### src/rtl/wb_queue.sv
`default_nettype none
// ============================================================================
// Module      : wb_queue
// Description : Writeback FIFO between result producers and the register-file
//               write port, with pending-write hazard flags and an optional
//               youngest-match bypass (enabled by defining WB_QUEUE_BYPASS_EN).
// Revision    : 1.0 - initial release
// ============================================================================
module wb_queue #(
    parameter int DEPTH = 4,
    parameter int DW    = 16,
    parameter int AW    = 3
) (
    input  logic                     clk,
    input  logic                     rst,
    input  logic                     in_valid,
    output logic                     in_ready,
    input  logic [AW-1:0]            in_reg,
    input  logic [DW-1:0]            in_data,
    input  logic                     wb_stall,
    output logic                     write_en,
    output logic [AW-1:0]            wreg,
    output logic [DW-1:0]            writedata,
    input  logic [AW-1:0]            rega,
    input  logic [AW-1:0]            regb,
    output logic                     pend_a,
    output logic                     pend_b,
    output logic [DW-1:0]            byp_a_data,
    output logic [DW-1:0]            byp_b_data,
    output logic [$clog2(DEPTH):0]   count
);

    localparam int c_PW = $clog2(DEPTH);
    localparam int c_CW = c_PW + 1;

    logic [c_PW-1:0] r_wr_ptr;
    logic [c_PW-1:0] r_rd_ptr;
    logic [c_CW-1:0] r_count;
    logic [AW-1:0]   r_reg_mem  [DEPTH];
    logic [DW-1:0]   r_data_mem [DEPTH];

    logic            w_full;
    logic            w_empty;
    logic            w_push;
    logic            w_pop;
    logic [DEPTH-1:0] w_occ;

    assign w_full   = (r_count == c_CW'(DEPTH));
    assign w_empty  = (r_count == '0);
    // Full blocks a push even when a pop frees a slot in the same cycle.
    assign in_ready = !rst && !w_full;
    assign w_push   = in_valid && in_ready;
    assign write_en = !w_empty && !wb_stall && !rst;
    assign w_pop    = write_en;
    assign count    = r_count;

    always_ff @(posedge clk) begin
        if (rst) begin
            r_wr_ptr <= '0;
            r_rd_ptr <= '0;
            r_count  <= '0;
        end else begin
            if (w_push) begin
                r_wr_ptr <= r_wr_ptr + 1'b1;
            end
            if (w_pop) begin
                r_rd_ptr <= r_rd_ptr + 1'b1;
            end
            case ({w_push, w_pop})
                2'b10:   r_count <= r_count + 1'b1;
                2'b01:   r_count <= r_count - 1'b1;
                default: r_count <= r_count;
            endcase
        end
    end

    always_ff @(posedge clk) begin
        if (w_push) begin
            r_reg_mem[r_wr_ptr]  <= in_reg;
            r_data_mem[r_wr_ptr] <= in_data;
        end
    end

    assign wreg      = (w_empty || rst) ? '0 : r_reg_mem[r_rd_ptr];
    assign writedata = (w_empty || rst) ? '0 : r_data_mem[r_rd_ptr];

    // A slot is live when its distance from the read pointer is below count.
    genvar j;
    generate
        for (j = 0; j < DEPTH; j++) begin : g_slot
            logic [c_PW-1:0] w_age;
            assign w_age    = c_PW'(j) - r_rd_ptr;
            assign w_occ[j] = ({1'b0, w_age} < r_count);
        end
    endgenerate

    always_comb begin
        pend_a = 1'b0;
        pend_b = 1'b0;
        for (int i = 0; i < DEPTH; i++) begin
            if (w_occ[i] && (r_reg_mem[i] == rega)) pend_a = 1'b1;
            if (w_occ[i] && (r_reg_mem[i] == regb)) pend_b = 1'b1;
        end
        if (rst) begin
            pend_a = 1'b0;
            pend_b = 1'b0;
        end
    end

`ifdef WB_QUEUE_BYPASS_EN
    logic [c_PW-1:0] w_idx;

    // Walk oldest to youngest so the last match seen is the youngest one.
    always_comb begin
        byp_a_data = '0;
        byp_b_data = '0;
        w_idx      = '0;
        for (int i = 0; i < DEPTH; i++) begin
            w_idx = r_rd_ptr + c_PW'(i);
            if ((c_CW'(i) < r_count) && (r_reg_mem[w_idx] == rega)) byp_a_data = r_data_mem[w_idx];
            if ((c_CW'(i) < r_count) && (r_reg_mem[w_idx] == regb)) byp_b_data = r_data_mem[w_idx];
        end
        if (rst) begin
            byp_a_data = '0;
            byp_b_data = '0;
        end
    end
`else
    assign byp_a_data = '0;
    assign byp_b_data = '0;
`endif

endmodule
`default_nettype wire

### config.mk
export PLATFORM = sky130hd
export DESIGN_NAME = wb_queue
export DESIGN_NICKNAME = d
export VERILOG_FILES = /design/src/rtl/wb_queue.sv
export SDC_FILE = /design/constraint.sdc
export NUM_CORES = 1
export LEC_CHECK = 0
export ABC_AREA = 1
export CORE_MARGIN = 2
export CORE_UTILIZATION = 55
export CTS_CLUSTER_DIAMETER = 40
export CTS_CLUSTER_SIZE = 28
export DETAILED_ROUTE_END_ITERATION = 8
export GPL_ROUTABILITY_DRIVEN = 1
export PLACE_DENSITY = 0.85
export SLEW_MARGIN = 20
export SYNTH_ARGS = -nofsm -noshare
export SYNTH_HDL_FRONTEND = slang
export SYNTH_SLANG_ARGS = --single-unit
### constraint.sdc
create_clock -name clk -period 3.97 [get_ports clk]
set_clock_uncertainty 0.2 [all_clocks]
set_input_delay 0.794 -clock clk [delete_from_list [all_inputs] [get_ports clk]]
set_output_delay 0.794 -clock clk [all_outputs]
set_load 0.005 [all_outputs]
# Yosys cells after proc, flatten, opt, wreduce, memory -nomap -nowiden
# Memories as Yosys holds them, arrays and structs flattened. A register that Yosys moved wholly into a read port is not among the register bits.
# Cells that the tools add are included.
[totals]
reg_bits = 7
ram_bits = 76
out_inout_bits = 58
elab_cells = 66
n_memories = 2
[classes]
n_addsub = 8
order_cmp = 4
n_eq_ne = 11
n_mux = 19
n_reduce_logical = 19
[memory_table]
columns = ["name", "depth", "width", "rd", "rd_clocked_by_memory_dff", "wr", "line_no", "text"]
rows = [
  ["r_data_mem", 4, 16, 1, 1, 1, "40", "logic [DW-1:0] r_data_mem [DEPTH];"],
  ["r_reg_mem", 4, 3, 5, 1, 1, "39", "logic [AW-1:0] r_reg_mem [DEPTH];"],
]
[ops]
columns = ["op", "count"]
rows = [
  ["$eq 3x3->1", 8],
  ["$mux 16", 1],
  ["$logic_and 1x1->1", 12],
  ["$lt 2x3->1", 4],
  ["$mux 1", 12],
  ["$mux 2", 4],
  ["$pmux 3 s2", 1],
  ["$add 2x1->2 const B", 2],
  ["$logic_not 1->1", 4],
  ["$sub 1x2->2 const A", 2],
  ["$sub 2x2->2 const A", 2],
  ["$add 3x1->3 const B", 1],
  ["$eq 3x3->1 const B", 1],
  ["$logic_not 3->1", 1],
  ["$mux 3", 1],
  ["$sub 3x1->3 const B", 1],
  ["$eq 2x1->1 const B", 1],
  ["$eq 2x2->1 const B", 1],
  ["$reduce_bool 2->1", 1],
  ["$logic_or 1x1->1", 1],
]

# Depth between registers and ports, before layout
# Gate-level depths: netlist (run 1).
[logic_depth]
depth_word = 8
mapped_depth = 11
depth_no_buf = 11

# Least setup slack after synthesis (run 1)
# OpenSTA, ideal clock, no wires.
[synth_path]
path_type = "input -> register"
from = "input port rst"
to = "memory r_data_mem[0][0] (enable)"
setup_time_ns = 0.395
arrival_time_ns = 1.914
path_slack_ns = 1.462
cell_stages = 3
cell_sequence = "inv_2 -> nand3_2 -> nor2_1"
[synth_between]
elab_chain_len = 5
[synth_lines]
columns = ["item", "line_no", "text"]
rows = [
  ["start, declared", "15", "input logic rst,"],
  ["$logic_not 1->1", "51", "assign in_ready = !rst && !w_full;"],
  ["$logic_and 1x1->1", "51", ""],
  ["$logic_and 1x1->1", "52", "assign w_push = in_valid && in_ready;"],
  ["$mux 1", "78", "if (w_push) begin"],
  ["$mux 1 (implied by the code)", "80", "r_data_mem[r_wr_ptr] <= in_data;"],
  ["end, declared", "40", ""],
]
# No other way between the ends.

# Final worst setup path (run 1)
[layout_path]
from = "input port rega[1]"
to = "output port pend_a"
[layout_between]
elab_chain_len = 7
word_cells_on_any_way = 13
classes_between = "eq/ne (4); mux (5); reduce/logical (4)"
[layout_lines]
columns = ["item", "line_no", "text"]
rows = [
  ["start, declared", "24", "input logic [AW-1:0] rega,"],
  ["$eq 3x3->1", "101", "if (w_occ[i] && (r_reg_mem[i] == rega)) pend_a = 1'b1;"],
  ["$logic_and 1x1->1", "101", ""],
  ["$mux 1 (3 in series)", "101", ""],
  ["$mux 1 *", "101", ""],
  ["$mux 1 *", "104", "if (rst) begin"],
  ["end, declared", "26", "output logic pend_a,"],
]
# Every way passes the cells marked *; elsewhere a longest branch is shown, timed or not.

==> run_results.csv, run 1 <==
group,metric,value,unit
timing,max_slew_margin,0.6098,
place,place_area,4753,µm²
global_routing,grt.total_usage,0.2077,
global_routing,grt_pass1_wl,13300,µm
yosys,synth.distinct_cells,26,
power_and_ir_drop,pwr-share-comb,0.177,
routing,firstDrtPassIters,5,
yosys,ys_seq_elements,85,
place,dp_hpwl,5591,µm
clocking,clockRootBuffer,"clkbuf_8",
yosys,syn_area_per_cell,9.810,µm²
final_layout,final_net_count,528,
power_and_ir_drop,ir_drop,293.4,µV
global_routing,overflow,0,
clocking,clockBufferDepth,2,
power_and_ir_drop,switching_power,0.5334,mW
clocking,cts_tree,"yes",
yosys,async_flop_share,0,
flow_run,drv_cap,0,
clocking,ctsResizeCount,0,
routing,drc,0,
worst_setup_path,reg2regPathDepth,11,
floorplan,core_area,7607,µm²
worst_hold_path,hold_path_end,"count[0]",
routing,highest_layer,"met4",
clocking,path_clk_slew,0.09,ns
timing,period_needed,3.499,ns
timing,rsz0062_at_grt,"no",
final_layout,diodes,0,
floorplan,dieArea,8424,µm²
worst_setup_path,cp-startpoint,"rega[1]",
place,portBuffers,54,
worst_setup_path,critPathLaunchType,"input pin",
worst_setup_path,cp-end-kind,"output port",
timing,layout_worst_path_cycle_share,0.8815,
clocking,cts_sinks,85,
routing,met1_length,3442,µm
place,gp_congestion,0.8827,
routing,drt-vias-per-instance,5.054,
routing,final_antenna_net_count,0,
final_layout,layout-drive-gt1-share,0.1032,
timing,slew_violations,0,
final_layout,fillers,617,
clocking,postCtsSetupBuffers,0,
clocking,numCtsBuffers,9,
power_and_ir_drop,internal_power,1.378,mW
yosys,yosysMostFrequentCell,"nor2_1",
worst_setup_path,worstReg2RegEnd,"count[2]",
floorplan,std_cell_rows,32,
routing,drtIter0Drc,193,
floorplan,die_w,91.78,µm
routing,vias,3012,
routing,wl_per_cell,14.33,µm
yosys,netlist_top_cells_count,"84 x nor2_1, 76 x edfxtp_1, 64 x nand2_1",
power_and_ir_drop,seqPwrFrac,0.532,
timing,tns,0,ns
yosys,synth_area,4238,µm²
worst_setup_path,worstSetupPathType,"in2out",
routing,wl_met2,4434,µm
floorplan,die_h,91.78,µm
timing,hold_viol_final,0,
power_and_ir_drop,p_sw_frac,0.2790,
yosys,ys_top_cells_by_area,"edfxtp_1 54%, nor2_1 7.4%, buf_4 5.8%, nand2_1 5.7%, dfxtp_1 4.3%",
yosys,synthFlopType,"edfxtp_1",
worst_setup_path,arrival,2.51,ns
yosys,synth-edff-count,76,
final_layout,finalInstanceArea,4933,µm²
clocking,clock_latency,0.35,ns
global_routing,grt_pass1_vias,2823,
global_routing,grt_max_degree,41,
worst_hold_path,hold_class,"reg2reg",
routing,drt-total-wl,8539,µm
floorplan,ioPinCount,87,
floorplan,start_util,0.5571,
worst_hold_path,hp-start,"count[0]",
yosys,synth_area_leader_cell,"edfxtp_1",
timing,max_freq,285.8,MHz
yosys,yosysTopAreaCellShare,0.5385,
power_and_ir_drop,cellLeakagePower,1.947,nW
timing,tightestPinTransition,0.5844,ns
global_routing,grt_antenna_before_repair,0,
clocking,h-tree-depth,3,
yosys,ys_seq_area_frac,0.5810,
yosys,yosys_warnings,0,
power_and_ir_drop,clock_power_share,0.291,
timing,setup_viol,0,
worst_hold_path,hold_depth,1,
routing,dr_wl_met3,463,µm
worst_setup_path,required,2.98,ns
yosys,synth_cells,432,
power_and_ir_drop,powerDensity,387.5,nW/µm²
worst_setup_path,r2r-start,"count[2]",
run_status,outcome,"finished, final reports clean",
final_layout,area_growth,16.42,%
worst_setup_path,reg2reg_slack,1.37,ns
clocking,hold_buffers,0,
worst_setup_path,crit_path_max_fanout,5,
## power groups by stage
stage / Sequential (mW) / Combinational (mW) / Clock [mW]
2_1_floorplan: 1.03 / 0.222 / 0
3_3_place_gp: 1.04 / 0.323 / 0
3_5_place_dp: 1.04 / 0.335 / 0
4_1_cts: 1.02 / 0.338 / 0.566
5_1_grt: 1.02 / 0.375 / 0.603
6_report: 1.02 / 0.338 / 0.556
## metal layers
metal,vias up,GRT usage
met2,131,0.3640
li1,1480,-
met5,-,0
met3,19,0.03451
met4,0,0.1157
met1,1382,0.2424
## registers in the layout (all words and copies together), names as in the netlist, named ones only
register    flops
count           3
r_data_mem     64
r_rd_ptr        2
r_wr_ptr        2
r_reg_mem      12
## critical path: stages
cell and delay, ns:
clkdlybuf4s50_1 0.61, inv_2 0.06, nand2_1 0.06, nand2_1 0.05, nor2_1 0.13, nand3_1 0.08
nand2_1 0.07, nor2_1 0.04, nor2_1 0.10, clkdlybuf4s50_1 0.51
## how the worst max path moves through the flow
| stage | cells after the start | endpoint | slack, ns |
|---|---|---|---|
| 3_3_place_gp | 10 | pend_b | 0.47 |
| 5_1_grt | 10 | pend_b | 0.34 |
| 3_5_place_dp | 10 | pend_a | 0.48 |
| 2_1_floorplan | 3 | r_data_mem[0][0] | 1.46 |
| 6_report | 10 | pend_a | 0.47 |
| 4_1_cts | 10 | pend_a | 0.48 |
## cell families (layout without fill, tap and decap cells)
group,Yosys count,after routing,share of synthesized area
AOI/OAI and AO/OA,82,82,0.1060
adders and majority gates,10,10,0.03130
xor gates and xnor gates,9,9,0.01860
DFF,85,85,0.5810
and+or+nand+nor,159,159,0.1494
other,1,32,0.0008849
buffers and inverters,86,117,0.1128
## through the flow
stage | power (mW) | instances | worst slack (ns) | hold WS, ns | utilization
floorplan | 1.257 | 463 | 1.462 | 0.2904 | -
global placement | 1.360 | 580 | 0.4720 | 0.3112 | 0.6248
detailed placement | 1.372 | 580 | 0.4829 | 0.3161 | 0.6248
finish | 1.912 | 596 | 0.4706 | 0.3447 | 0.6485
global route | 1.998 | 596 | 0.3371 | 0.3687 | 0.6485
CTS | 1.921 | 596 | 0.4752 | 0.3407 | 0.6485
## layout make-up
type,count,area [µm²],share of cell area
tap,102,127.6,0.02587
clock buffer,9,123.9,0.02511
sequential,85,2462,0.4991
timing repair buffer,60,585.6,0.1187
clock inverter,7,56.30,0.01141
inverter,41,153.9,0.03119
multi-input combinational,292,1424,0.2886
## placed cells by master (no fill, tap or decap), drive strengths merged
| cell type | instances |
|---|---|
| xnor2 | 6 |
| clkbuf | 9 |
| o21ai | 46 |
| ha | 9 |
| dfxtp | 9 |
| a31oi | 1 |
| a21oi | 35 |
| clkinvlp | 1 |
| xor2 | 3 |
| clkinv | 2 |
| buf | 6 |
| clkdlybuf4s50 | 54 |
| edfxtp | 76 |
| conb | 32 |
| nand3 | 9 |
| fa | 1 |
| inv | 45 |
| nand2 | 65 |
| nor2 | 85 |
No activity file was read; power rests on OpenSTA's default activity.
==> inputs of run 2 (changes only) <==
--- a/config.mk
+++ b/config.mk
@@ -6,14 +6,15 @@
 export NUM_CORES = 1
 export LEC_CHECK = 0
 export ABC_AREA = 1
+export CAP_MARGIN = 25
 export CORE_MARGIN = 2
 export CORE_UTILIZATION = 55
 export CTS_CLUSTER_DIAMETER = 40
 export CTS_CLUSTER_SIZE = 28
 export DETAILED_ROUTE_END_ITERATION = 8
 export GPL_ROUTABILITY_DRIVEN = 1
+export GPL_TIMING_DRIVEN = 0
 export PLACE_DENSITY = 0.85
-export SLEW_MARGIN = 20
 export SYNTH_ARGS = -nofsm -noshare
 export SYNTH_HDL_FRONTEND = slang
 export SYNTH_SLANG_ARGS = --single-unit
==> run 2 against run 1 <==
Net effect:
- clock power is 14% higher
- total power grew 6.4%
- sequential share of layout area down 3.4 points
- critical path depth shrank 3
- non-clock buffer count rose by 43
- largest power group unchanged
- register-to-register slack gained 0.17 ns
- maximum frequency down 2.0%
- final cell count rose by 7.0%
- global-route usage up 1.6 points
- cell area increased by 7.3%
- sequential power hardly changed
==> run_results.csv, run 2 (synthesis gave the netlist of run 1 again) <==
group,metric,value,unit
run_status,outcome,"finished, final reports clean",
clocking,clock_latency,0.36,ns
worst_hold_path,hp-start,"r_wr_ptr[1]",
timing,hold_viol_final,0,
timing,max_slew_margin,0.5816,
timing,final.setup.worst_slack,0.3981,ns
floorplan,die_h,91.78,µm
place,dp_hpwl,6378,µm
clocking,ctsResizeCount,0,
worst_setup_path,critPathLaunchType,"input pin",
timing,tightestPinTransition,0.6269,ns
worst_setup_path,worstReg2RegEnd,"count[2]",
worst_setup_path,reg2regPathDepth,10,
final_layout,area_growth,24.95,%
floorplan,dieArea,8424,µm²
worst_setup_path,r2r-start,"count[1]",
routing,final_antenna_net_count,0,
power_and_ir_drop,clock_power_share,0.312,
routing,drc,0,
timing,setup_viol,0,
timing,rsz0062_at_grt,"no",
flow_run,drv_cap,0,
power_and_ir_drop,power,2.035,mW
timing,tns,0,ns
place,portBuffers,54,
routing,wl_per_cell,14.29,µm
routing,drtIter0Drc,197,
power_and_ir_drop,powerDensity,384.3,nW/µm²
worst_hold_path,hold_path_end,"r_wr_ptr[1]",
routing,drt-vias-per-instance,4.991,
clocking,clockRootBuffer,"clkbuf_8",
global_routing,use_met1,0.2585,
global_routing,met2_usage,0.3934,
power_and_ir_drop,p_sw_frac,0.2526,
global_routing,grt_antenna_before_repair,0,
worst_setup_path,reg2reg_slack,1.54,ns
final_layout,diodes,0,
floorplan,std_cell_rows,32,
clocking,h-tree-depth,3,
worst_hold_path,hold_depth,2,
global_routing,grt_max_degree,14,
final_layout,final_net_count,571,
worst_setup_path,cp-end-kind,"output port",
clocking,numCtsBuffers,9,
clocking,postCtsSetupBuffers,0,
clocking,path_clk_slew,0.07,ns
global_routing,grt.total_usage,0.2238,
routing,firstDrtPassIters,5,
clocking,cts_tree,"yes",
place,dp_slack,0.4213,ns
power_and_ir_drop,cellLeakagePower,2.190,nW
power_and_ir_drop,seqPwrFrac,0.500,
routing,drt-total-wl,9120,µm
power_and_ir_drop,ir_drop,432.6,µV
final_layout,largest_register_ffs,64,
timing,max_freq,280.0,MHz
final_layout,mostFrequentLayoutCells,"80 x nor2_1, 76 x edfxtp_1, 64 x nand2_1",
place,gp_congestion,0.8898,
global_routing,overflow,0,
global_routing,grt_pass1_vias,3215,
final_layout,utilization,0.6961,
final_layout,multiInputGateArea,1424,µm²
global_routing,grt_use_met3,0.05177,
timing,timing.hold.ws,0.3459,ns
routing,vias,3184,
floorplan,ioPinCount,87,
floorplan,die_w,91.78,µm
final_layout,layout-drive-gt1-share,0.1642,
final_layout,top_register,"r_data_mem",
clocking,cts_sinks,85,
worst_setup_path,worstSetupPathType,"in2out",
worst_setup_path,required,2.98,ns
final_layout,final_common_cell,"nor2_1",
worst_setup_path,arrival,2.58,ns
timing,period_needed,3.572,ns
clocking,clockBufferDepth,2,
power_and_ir_drop,switching_power,0.5140,mW
floorplan,start_util,0.5571,
final_layout,regArea,2462,µm²
final_layout,fillers,522,
floorplan,core_area,7607,µm²
power_and_ir_drop,pwr-share-comb,0.188,
power_and_ir_drop,internal_power,1.521,mW
global_routing,busiest_layer,"met2",
timing,slew_violations,0,
worst_setup_path,crit_path_max_fanout,10,
worst_hold_path,hold_class,"reg2reg",
clocking,hold_buffers,0,
global_routing,grt_pass1_wl,14590,µm
timing,layout_worst_path_cycle_share,0.8997,
## run 2: cell types whose count changed in the layout (fill, tap and decap cells not counted), sizes merged
| cell | change |
|---|---|
| clkinvlp | -1 |
| clkbuf | +3 |
| buf | +40 |
| inv | -4 |
| bufinv | +2 |
| clkinv | +2 |
## run 2: worst max-delay path, cell delays in order
cell	delay, ns
clkdlybuf4s50_1	0.52
inv_2	0.20
nand2_4	0.09
buf_6	0.15
buf_12	0.15
a21oi_2	0.13
clkdlybuf4s50_1	0.53
## run 2: power groups by stage
| stage | combinational (mW) | sequential (mW) | clock, mW |
|---|---|---|---|
| 4_1_cts | 0.380 | 1.02 | 0.634 |
| 3_5_place_dp | 0.376 | 1.04 | 0 |
| 3_3_place_gp | 0.357 | 1.04 | 0 |
| 5_1_grt | 0.426 | 1.02 | 0.663 |
| 2_1_floorplan | 0.222 | 1.03 | 0 |
| 6_report | 0.382 | 1.02 | 0.635 |
## run 2: metrics by stage
stage          area, µm²  instances
2_1_floorplan       4354        463
3_3_place_gp        5022        619
3_5_place_dp        5092        623
4_1_cts             5295        638
5_1_grt             5295        638
6_report            5295        638
## run 2: how the worst max path moves through the flow
stage	start	endpoint	slack, ns	cells after the start
2_1_floorplan	rst	r_data_mem[0][0]	1.46	3
3_3_place_gp	rst	r_data_mem[1][7]	0.23	4
3_5_place_dp	rst	writedata[10]	0.42	7
4_1_cts	rst	writedata[5]	0.41	7
5_1_grt	rst	writedata[10]	0.34	7
6_report	rst	writedata[10]	0.40	7
## run 2: layout make-up
class,count,share of cell area
Buffer,45,0.06120
Clock buffer,9,0.02339
Clock inverter,6,0.01489
Inverter,41,0.02906
Multi-Input combinational cell,292,0.2689
Sequential cell,85,0.4650
Tap cell,102,0.02410
Timing Repair Buffer,58,0.1134
## run 2: layer usage
layer,vias up,part of all wire
met5,-,0
met1,1445,0.39
met2,145,0.50
li1,1562,-
met4,0,0.030
met3,32,0.077
